===== config.mk =====
export PLATFORM = sky130hd
export DESIGN_NAME = fpaddsub_align_pipe
export DESIGN_NICKNAME = d
export VERILOG_FILES = /design/src/rtl/fpaddsub_pkg.sv /design/src/rtl/fpaddsub_align_shifter.sv /design/src/rtl/fpaddsub_align_pipe.sv
export SDC_FILE = /design/constraint.sdc
export NUM_CORES = 1
export LEC_CHECK = 0
export CAP_MARGIN = 25
export CORE_MARGIN = 3
export CORE_UTILIZATION = 38
export DETAILED_ROUTE_END_ITERATION = 10
export SYNTH_ARGS = -nofsm -noshare
export SYNTH_HDL_FRONTEND = slang
export SYNTH_SLANG_ARGS = --single-unit

===== constraint.sdc =====
create_clock -name clk -period 6.8 [get_ports clk]
set_input_delay 1.36 -clock clk [delete_from_list [all_inputs] [get_ports clk]]
set_output_delay 1.36 -clock clk [all_outputs]
set_load 0.05 [all_outputs]

===== src/rtl/fpaddsub_pkg.sv =====
// Shared widths and stage-1 payload for the FP add/sub alignment pipeline.
package fpaddsub_pkg;
   localparam int MANT_W  = 33;
   localparam int EXP_W   = 8;
   localparam int FRAC_W  = 23;
   localparam int GUARD_W = 9;
   localparam int SHAMT_W = 6;

   typedef struct packed {
      logic               swap;
      logic [EXP_W-1:0]   emax;
      logic               sign_max;
      logic               sign_min;
      logic [MANT_W-1:0]  mmax;
      logic [MANT_W-1:0]  mmin;
      logic [SHAMT_W-1:0] diff;
   } align_s1_t;
endpackage


===== src/rtl/fpaddsub_align_shifter.sv =====
// 33-bit logarithmic right shifter; every level folds dropped bits into bit 0.
module fpaddsub_align_shifter
   import fpaddsub_pkg::*;
(
   input  logic [MANT_W-1:0]  din,
   input  logic [SHAMT_W-1:0] amt,
   output logic [MANT_W-1:0]  dout
);
   logic [MANT_W-1:0] l5, l4, l3, l2, l1;

   assign l5 = amt[5] ? {32'b0, din[32] | (|din[31:0])} : din;
   assign l4 = amt[4] ? {16'b0, l5[32:17], l5[16] | (|l5[15:0])} : l5;
   assign l3 = amt[3] ? {8'b0, l4[32:9], l4[8] | (|l4[7:0])} : l4;
   assign l2 = amt[2] ? {4'b0, l3[32:5], l3[4] | (|l3[3:0])} : l3;
   assign l1 = amt[1] ? {2'b0, l2[32:3], l2[2] | (|l2[1:0])} : l2;
   assign dout = amt[0] ? {1'b0, l1[32:2], l1[1] | l1[0]} : l1;
endmodule


===== src/rtl/fpaddsub_align_pipe.sv =====
// Two-stage pre-add alignment: magnitude ordering, then sticky right shift.
// Define FPADDSUB_ALIGN_DENORM_EN for gradual-underflow alignment of exp=0 inputs.
module fpaddsub_align_pipe
   import fpaddsub_pkg::*;
(
   input  logic              clk,
   input  logic              rst_n,
   input  logic              in_valid,
   output logic              in_ready,
   input  logic [31:0]       in_a,
   input  logic [31:0]       in_b,
   input  logic              in_op,
   output logic              out_valid,
   input  logic              out_ready,
   output logic [MANT_W-1:0] out_mmax,
   output logic [MANT_W-1:0] out_mmin,
   output logic [EXP_W-1:0]  out_emax,
   output logic              out_sign_max,
   output logic              out_sign_min,
   output logic              out_swap,
   output logic              out_eff_sub
);
   logic [EXP_W-1:0]  ea, eb, xa, xb, diff;
   logic [FRAC_W-1:0] fa, fb;
   logic [MANT_W-1:0] ma, mb, shifted;
   logic              sb_eff, swap;
   logic              s1_valid, s1_adv, s2_adv;
   align_s1_t         s1_d, s1_q;

   assign ea     = in_a[30:23];
   assign eb     = in_b[30:23];
   assign fa     = in_a[22:0];
   assign fb     = in_b[22:0];
   assign sb_eff = in_b[31] ^ in_op;
   assign swap   = {eb, fb} > {ea, fa};

`ifdef FPADDSUB_ALIGN_DENORM_EN
   // Denormals align as if their exponent were 1
   assign ma = {|ea, fa, {GUARD_W{1'b0}}};
   assign mb = {|eb, fb, {GUARD_W{1'b0}}};
   assign xa = (ea == '0) ? 8'd1 : ea;
   assign xb = (eb == '0) ? 8'd1 : eb;
`else
   assign ma = (ea == '0) ? '0 : {1'b1, fa, {GUARD_W{1'b0}}};
   assign mb = (eb == '0) ? '0 : {1'b1, fb, {GUARD_W{1'b0}}};
   assign xa = ea;
   assign xb = eb;
`endif

   assign diff = swap ? xb - xa : xa - xb;

   always_comb begin
      s1_d          = '0;
      s1_d.swap     = swap;
      s1_d.emax     = swap ? eb : ea;
      s1_d.sign_max = swap ? sb_eff : in_a[31];
      s1_d.sign_min = swap ? in_a[31] : sb_eff;
      s1_d.mmax     = swap ? mb : ma;
      s1_d.mmin     = swap ? ma : mb;
      s1_d.diff     = (diff > 8'd63) ? 6'd63 : diff[5:0];
   end

   assign s2_adv   = !out_valid | out_ready;
   assign s1_adv   = !s1_valid | s2_adv;
   assign in_ready = s1_adv;

   always_ff @(posedge clk or negedge rst_n) begin
      if (!rst_n) begin
         s1_valid <= 1'b0;
         s1_q     <= '0;
      end else if (s1_adv) begin
         s1_valid <= in_valid;
         if (in_valid) s1_q <= s1_d;
      end
   end

   fpaddsub_align_shifter u_shift (
      .din  (s1_q.mmin),
      .amt  (s1_q.diff),
      .dout (shifted)
   );

   always_ff @(posedge clk or negedge rst_n) begin
      if (!rst_n) begin
         out_valid    <= 1'b0;
         out_mmax     <= '0;
         out_mmin     <= '0;
         out_emax     <= '0;
         out_sign_max <= 1'b0;
         out_sign_min <= 1'b0;
         out_swap     <= 1'b0;
         out_eff_sub  <= 1'b0;
      end else if (s2_adv) begin
         out_valid <= s1_valid;
         if (s1_valid) begin
            out_mmax     <= s1_q.mmax;
            out_mmin     <= shifted;
            out_emax     <= s1_q.emax;
            out_sign_max <= s1_q.sign_max;
            out_sign_min <= s1_q.sign_min;
            out_swap     <= s1_q.swap;
            out_eff_sub  <= s1_q.sign_max ^ s1_q.sign_min;
         end
      end
   end
endmodule


Yosys cells after proc, flatten, opt, wreduce, memory -nomap -nowiden
Index checks and enable logic that the tools add are counted.
{ "word_totals": {"reg_bits": 163, "in_bits": 69, "out_inout_bits": 80, "elab_cells": 56} }
{ "classes": {"addsub": 2, "order_cmp": 2, "mux": 15, "n_bitwise": 10, "n_reduce_logical": 11} }
{ "ops": {"columns": ["cell", "count"], "rows": [
  ["33-bit 2-to-1 mux", 10],
  ["32-bit OR reduction", 1],
  ["31-bit > comparator", 1],
  ["8-bit zero test", 2],
  ["8-bit 2-to-1 mux", 2],
  ["16-bit OR reduction", 1],
  ["8-bit subtractor", 2],
  ["8-bit by 6-bit > comparator with 1-bit output, second input constant", 1],
  ["1-bit bitwise OR", 8],
  ["8-bit OR reduction", 1],
  ["6-bit 2-to-1 mux", 1],
  ["2-bit AND reduction", 2],
  ["4-bit OR reduction", 1],
  ["1-bit zero test", 2],
  ["1-bit 2-to-1 mux", 2],
  ["2-bit OR reduction", 1],
  ["1-bit bitwise XOR", 2]
]} }

Depth between registers and ports, before layout
Gate-level depths: netlist of the first run.
{ "depth": {"depth_word": 17, "depth_mapped": 14, "ltp_nobuf": 12} }

By module
Synthesis of the first run repeated with hierarchy kept, for this count alone.
{ "hier_totals": {"hier_cells": 913, "hier_area_um2": 9036.2} }
{ "by_module_without_submodules": {"columns": ["module", "n_inst", "cells_each", "area_each_um2", "seq_area_each_um2"], "rows": [
  ["fpaddsub_align_pipe", 1, 639, 6972.9, 3403.3],
  ["fpaddsub_align_shifter", 1, 274, 2063.2, 0.0]
]} }

Worst setup path before layout of the first run
Ideal clock, no wire load.
{ "synth_path": {"kind": "input -> register", "from": "in in_a[28]", "to": "reg s1_q[62] (netlist name)", "setup_time_ns": 0.127, "arrival_ns": 3.538, "t_required_ns": 6.673, "path_slack_ns": 3.135, "stages": 13, "path_buffers": 3, "cell_sequence": "inv_1 > ha_1 > buf_2 > nand4_2 > or4_4 > a31oi_4 > o31a_4 > nor2_4 > and3_1 > buf_6 > buf_6 > a222oi_1 > inv_1"} }
{ "synth_via": {"elab_chain_len": 3, "word_cells_on_any_way": 4, "classes_between": "order compare: 1; mux: 2; reduce/logical: 1"} }
{ "synth_rtl": {"columns": ["element", "line_no", "text"], "rows": [
  ["start: declaration", "fpaddsub_align_pipe.sv:10", "input logic [31:0] in_a,"],
  ["branches (longest 2 deep; another with 31-bit > comparator)", null, null],
  ["33-bit 2-to-1 mux (*)", "fpaddsub_align_pipe.sv:58", "s1_d.mmax = swap ? mb : ma;"],
  ["end signal: assignment", "fpaddsub_align_pipe.sv:70", "s1_q <= '0;"],
  ["end signal: assignment", "fpaddsub_align_pipe.sv:73", "if (in_valid) s1_q <= s1_d;"],
  ["end: declaration", "fpaddsub_align_pipe.sv:28", "align_s1_t s1_d, s1_q;"]
]} }
Mark *: on every way between the ends.
A chain may end at the register's enable or synchronous reset.

Worst setup path in the final report of the first run
{ "layout_path": {"from": "in in_a[24]", "to": "reg s1_q[48] (netlist name)"} }
Same word-level chain as after synthesis.

==> results of run 1 <==
## stage by stage
stage	setup slack, ns	total power, mW	instances	util, %
global route	1.72	3.31	1302	49.2
finish	2.03	3.13	1302	49.2
floorplan	3.13	1.85	919	-
CTS	2.09	3.16	1300	49.0
detailed placement	1.62	2.23	1268	46.3
global placement	1.70	2.23	1268	46.3
## per-layer routing
layer	vias to the layer above	global-route usage, %
met2	218	30.4
met5	-	0
li1	3466	-
met1	3379	28.4
met4	0	4.71
met3	22	3.83
## area by class of cell
cell class	instances	area [µm²]	area share, %
Clock buffer	18	429	4.10
Clock inverter	14	141	1.35
Inverter	72	270	2.58
Multi-Input combinational cell	638	4380	41.9
Sequential cell	136	3400	32.5
Tap cell	275	344	3.29
Timing Repair Buffer	149	1500	14.3
## cell usage after synthesis (6+ instances only)
library cell / n / area [µm²]
a211oi_1: 11 / 82.6
nand4_1: 10 / 62.6
o211ai_1: 10 / 75.1
a222oi_1: 23 / 230
o21ai_0: 61 / 305
a21oi_1: 48 / 240
ha_1: 38 / 475
nor3_1: 17 / 85.1
a221oi_1: 24 / 210
nand3_1: 17 / 85.1
dfrtp_1: 136 / 3400
buf_4: 9 / 67.6
a31oi_1: 7 / 43.8
nand2b_1: 10 / 62.6
buf_2: 12 / 60.1
a22oi_1: 11 / 82.6
nor2_1: 89 / 334
nor2b_1: 9 / 56.3
buf_1: 6 / 22.5
o21ai_1: 6 / 30.0
nor4_1: 11 / 68.8
a21o_1: 11 / 82.6
mux2_2: 53 / 597
nand2_1: 77 / 289
clkbuf_1: 43 / 161
mux2i_1: 40 / 400
inv_1: 72 / 270
## state kept, by name, indices dropped and copies added, names as in the netlist
signal and count:
out_swap 1, out_eff_sub 1, s1_valid 1, out_sign_min 1, out_sign_max 1, s1_q 65, out_mmax 24, out_mmin 33
out_emax 8, out_valid 1
## cell families (layout without fill, tap and decap cells)
logic type / after synthesis / in the layout
other: 1 / 9
buffers and inverters: 145 / 253
AO/OA/AOI/OAI: 236 / 236
flip-flops: 136 / 136
multiplexers: 93 / 93
XOR/XNOR: 5 / 5
adder cells (fa/ha/maj): 40 / 40
AND/OR/NAND/NOR: 255 / 255
## power by group through the flow
stage	Clock, mW	Sequential, mW	Combinational, mW
2_1_floorplan	0	1.35	0.503
3_3_place_gp	0	1.12	1.11
3_5_place_dp	0	1.13	1.11
4_1_cts	0.935	1.11	1.11
5_1_grt	0.971	1.14	1.20
6_report	0.908	1.11	1.11
## critical path, cell delays in order
cell             delay (ns)
clkdlybuf4s50_1        0.62
inv_1                  0.13
ha_1                   0.35
nand4_1                0.12
nor3_1                 0.39
nand3_1                0.16
o21a_2                 0.21
nor2_4                 0.54
and3_1                 0.93
a222oi_1               0.19
inv_1                  0.10
## path summary, 6_finish.rpt
| check | endpoint | from | slack, ns | depth (start not counted) |
|---|---|---|---|---|
| worst min register to register | out_mmin[14] | out_mmin[14] | 0.48 | 2 |
| worst max-delay path | s1_q[48] | in_a[24] | 2.03 | 11 |
| worst min-delay path | out_mmin[14] | out_mmin[14] | 0.48 | 2 |
| min in group asynchronous | out_mmin[14] | rst_n | 0.93 | 1 |
| worst max register to register | out_mmin[0] | s1_q[3] | 3.97 | 7 |
| max in group asynchronous | s1_q[77] | rst_n | 4.57 | 2 |
==> results.json, run 1 <==
{
  "io_pins": 149,
  "layout.cells.most_common_list": "138 x clkdlybuf4s50_1, 136 x dfrtp_1, 89 x nor2_1",
  "max_slew_margin_pct": 31.4,
  "whs_ns": 0.476,
  "first_iter_violations": 532,
  "drc": 0,
  "cts_tree": "yes",
  "min_period_ns": 4.77,
  "dieArea_um2": 23800,
  "grt_pass1_wl_um": 37700,
  "placed_area_um2": 9850,
  "clockBufferDepth": 2,
  "syn_avg_cell_area_um2": 9.17,
  "grt_pass1_vias": 6914,
  "synth.distinct_cells": 59,
  "wirelength_met1_um": 10900,
  "yosys.area_share.xor_xnor_pct": 0.524,
  "coreArea_um2": 21300,
  "synthCells": 911,
  "worstPathMaxFanout": 25,
  "ys.flop_type": "dfrtp_1",
  "synth_edf_count": 0,
  "dr.pass1.iters": 7,
  "critPathLaunchType": "primary input",
  "sw_frac_of_total_pct": 39.3,
  "hold_viol_final": 0,
  "via_per_inst": 5.44,
  "netlist_area_um2": 8360,
  "cts.clk_slew.worst_paths_ns": 0.06,
  "design_area_um2": 10500,
  "grt_overflow_total": 0,
  "dr.max_layer_used": "met4",
  "hold_path.class": "reg2reg",
  "post-route-period-util_pct": 70.1,
  "vias": 7085,
  "n_antenna_cell": 0,
  "async_reset_ff_share_pct": 100,
  "switchingPower_mw": 1.23,
  "final_common_cell": "clkdlybuf4s50_1",
  "drive_above_1_share_pct": 10.6,
  "combPwrFrac_pct": 35.5,
  "synth_top_family_by_area": "compound AO/OA/AOI/OAI gates",
  "dieWidth_um": 154,
  "seq_power_share_pct": 35.5,
  "synth_compound_area_share_pct": 19.2,
  "finalWirelength_um": 23100,
  "clock_latency_ns": 0.43,
  "intPower_mw": 1.90,
  "syn_to_final_growth_pct": 25.2,
  "end_kind": "flip-flop",
  "numCtsBuffers": 17,
  "start_util_pct": 39.3,
  "max_freq_mhz": 210,
  "maxCapViolCount": 0,
  "clockPowerShare_pct": 29.0,
  "ctsHtreeMaxLevel": 4,
  "synthMuxAreaShare_pct": 11.9,
  "yosysWarnings": 0,
  "place_hpwl_um": 17000,
  "finalNetCount": 1123,
  "power_density_nw_per_um2": 299,
  "die_h_um": 154,
  "worstPathArrival_ns": 5.13,
  "synthAdderAreaFrac_pct": 6.17,
  "wl_per_cell_um": 17.7,
  "cts_sinks": 136,
  "ctsResizeCount": 0,
  "setup_viol": 0,
  "post_cts_buffers": 0,
  "met2_length_um": 10600,
  "root_buffer": "clkbuf_16",
  "fillCellCount": 2015,
  "power.leakage_nw": 4.64,
  "slew_viol_final": 0,
  "seq_area_frac_synth_pct": 40.7,
  "io_buffers": 139,
  "ir_worst_vdd_mv": 0.170,
  "ant_nets": 0,
  "tightest_slew_ns": 1.02,
  "synth-seq-cells": 136,
  "hold_buffers": 0,
  "worst-setup-path-type": "in2reg",
  "finalSetupTns_ns": 0,
  "num_rows": 53,
  "met3_length_um": 1230,
  "antenna_found_initial": 0,
  "synthSimpleGateAreaFrac_pct": 14.0,
  "status": "completed",
  "required_ns": 7.16,
  "gp_congestion": 0.918,
  "grt_usage_pct": 19.6,
  "rsz0062_at_grt": "false",
  "finClkSkew_ns": 0.00901,
  "grt_max_degree": 86
}
No activity file was read; power rests on OpenSTA's default activity.
==> run 2, diff against run 1 <==
==> constraint.sdc (replaced) <==
create_clock -name clk -period 4.25 [get_ports clk]
set_input_delay 0.85 -clock clk [delete_from_list [all_inputs] [get_ports clk]]
set_output_delay 0.85 -clock clk [all_outputs]
set_load 0.05 [all_outputs]
==> run 2 against run 1 <==
Power increased by 64%. Cell count increased by 3.5%. Global-route usage increased by 0.11 points. Critical path depth increased by 1. Worst setup slack got worse by 1.6 ns. Utilization increased by 1.7 points. Sequential share of layout area decreased by 1.1 points. Critical endpoint is now s1_q[61].
==> results.json, run 2 (synthesis gave the netlist of run 1 again) <==
{
  "fin_cells": 1347,
  "seq_power_share_pct": 34.4,
  "seq_area_um2": 3400,
  "root_buffer": "clkbuf_16",
  "grt_usage_pct": 19.7,
  "pre_cts_slack_ns": -0.00241,
  "hold_viol_final": 0,
  "die_h_um": 154,
  "design_area_um2": 10800,
  "power.leakage_nw": 4.87,
  "clockBufferDepth": 2,
  "dieArea_um2": 23800,
  "numCtsBuffers": 17,
  "post-route-period-util_pct": 90.8,
  "grt_pass1_wl_um": 38300,
  "sw_frac_of_total_pct": 38.1,
  "syn_to_final_growth_pct": 29.5,
  "io_pins": 149,
  "gp_congestion": 0.927,
  "layout.cells.most_common_list": "138 x clkdlybuf4s50_1, 136 x dfrtp_1, 89 x nor2_1",
  "ir_worst_vdd_mv": 0.254,
  "multi_input_area_um2": 4380,
  "max_freq_mhz": 259,
  "coreArea_um2": 21300,
  "hold_path.class": "in2async",
  "grt_pass1_vias": 7233,
  "wl_per_cell_um": 17.3,
  "placed_area_um2": 10200,
  "whs_ns": 0.452,
  "switchingPower_mw": 1.95,
  "start_util_pct": 39.3,
  "largestRegisters": "s1_q: 65 flops, out_mmin: 33 flops, out_mmax: 24 flops",
  "rsz0062_at_grt": "false",
  "dr.pass1.iters": 5,
  "dieWidth_um": 154,
  "grt_overflow_total": 0,
  "combPwrFrac_pct": 35.8,
  "final_common_cell": "clkdlybuf4s50_1",
  "dp.cells": 1314,
  "worstPathMaxFanout": 13,
  "setup_viol": 0,
  "cts_tree": "yes",
  "min_period_ns": 3.86,
  "num_rows": 53,
  "maxCapViolCount": 0,
  "top_register": "s1_q",
  "cts_sinks": 136,
  "finalNetCount": 1168,
  "drive_above_1_share_pct": 14.4,
  "slew_viol_final": 0,
  "antenna_found_initial": 0,
  "first_iter_violations": 441,
  "finalWirelength_um": 23300,
  "io_buffers": 139,
  "total_power_mw": 5.12,
  "max_slew_margin_pct": 30.3,
  "largest_register_ffs": 65,
  "worstPathArrival_ns": 4.22,
  "place_hpwl_um": 17400,
  "post_cts_buffers": 0,
  "clock_latency_ns": 0.42,
  "clockPowerShare_pct": 29.8,
  "status": "completed",
  "ctsHtreeMaxLevel": 4,
  "tightest_slew_ns": 1.04,
  "power_density_nw_per_um2": 473,
  "vias": 7247,
  "n_antenna_cell": 0,
  "cts.clk_slew.worst_paths_ns": 0.06,
  "via_per_inst": 5.38,
  "ant_nets": 0,
  "timing.final.ws_setup_ns": 0.390,
  "end_kind": "flip-flop",
  "required_ns": 4.61,
  "finClkSkew_ns": 0.0104,
  "intPower_mw": 3.17,
  "hold_buffers": 0,
  "critPathLaunchType": "primary input",
  "drc": 0,
  "worst-setup-path-type": "in2reg",
  "grt_max_degree": 85,
  "fillCellCount": 2026,
  "ctsResizeCount": 0
}
## run 2: layout make-up
| class | instances | share of cell area [%] |
|---|---|---|
| tap | 275 | 3.18 |
| timing repair buffer | 194 | 16.8 |
| inverter | 72 | 2.50 |
| sequential | 136 | 31.4 |
| clock inverter | 14 | 1.61 |
| clock buffer | 18 | 3.96 |
| multi-input combinational | 638 | 40.5 |
## run 2: worst paths after layout
| check | startpoint | to | slack, ns | cells past startpoint |
|---|---|---|---|---|
| max in group asynchronous | rst_n | s1_q[15] | 2.87 | 2 |
| setup reg to reg | s1_q[3] | out_mmin[0] | 1.46 | 7 |
| hold / removal | rst_n | out_mmin[17] | 0.45 | 1 |
| min in group clk | out_mmin[2] | out_mmin[2] | 0.47 | 2 |
| setup / recovery | in_a[27] | s1_q[61] | 0.39 | 12 |
| hold reg to reg | out_mmin[2] | out_mmin[2] | 0.47 | 2 |
## run 2: worst max-delay path: stages
cell,delay (ns)
clkdlybuf4s50_1,0.48
inv_1,0.05
ha_1,0.41
nand4_2,0.15
or4_4,0.53
a31oi_4,0.18
o31a_4,0.21
nor2_4,0.05
nor3_2,0.74
buf_4,0.34
a222oi_1,0.11
inv_1,0.09
## run 2: power groups by stage
stage	registers [mW]	clock network (mW)	logic, mW
after global placement	1.78	0	1.82
after floorplan	2.16	0	0.805
final	1.76	1.53	1.83
after detailed placement	1.78	0	1.83
after global routing	1.80	1.63	1.97
after CTS	1.76	1.56	1.84
## run 2: per-stage QoR
stage	utilization, %	setup TNS [ns]
5_1_grt	50.8	0
6_report	50.8	0
2_1_floorplan	-	0
4_1_cts	50.8	0
3_5_place_dp	48.0	-0.00323
3_3_place_gp	48.0	0
## run 2: layer usage
layer	GRT usage (%)	share of wire [%]	vias up
met2	30.4	46	222
met1	28.4	47	3447
met4	5.09	1.2	0
li1	-	-	3557
met5	0	0	-
met3	4.06	5.3	21
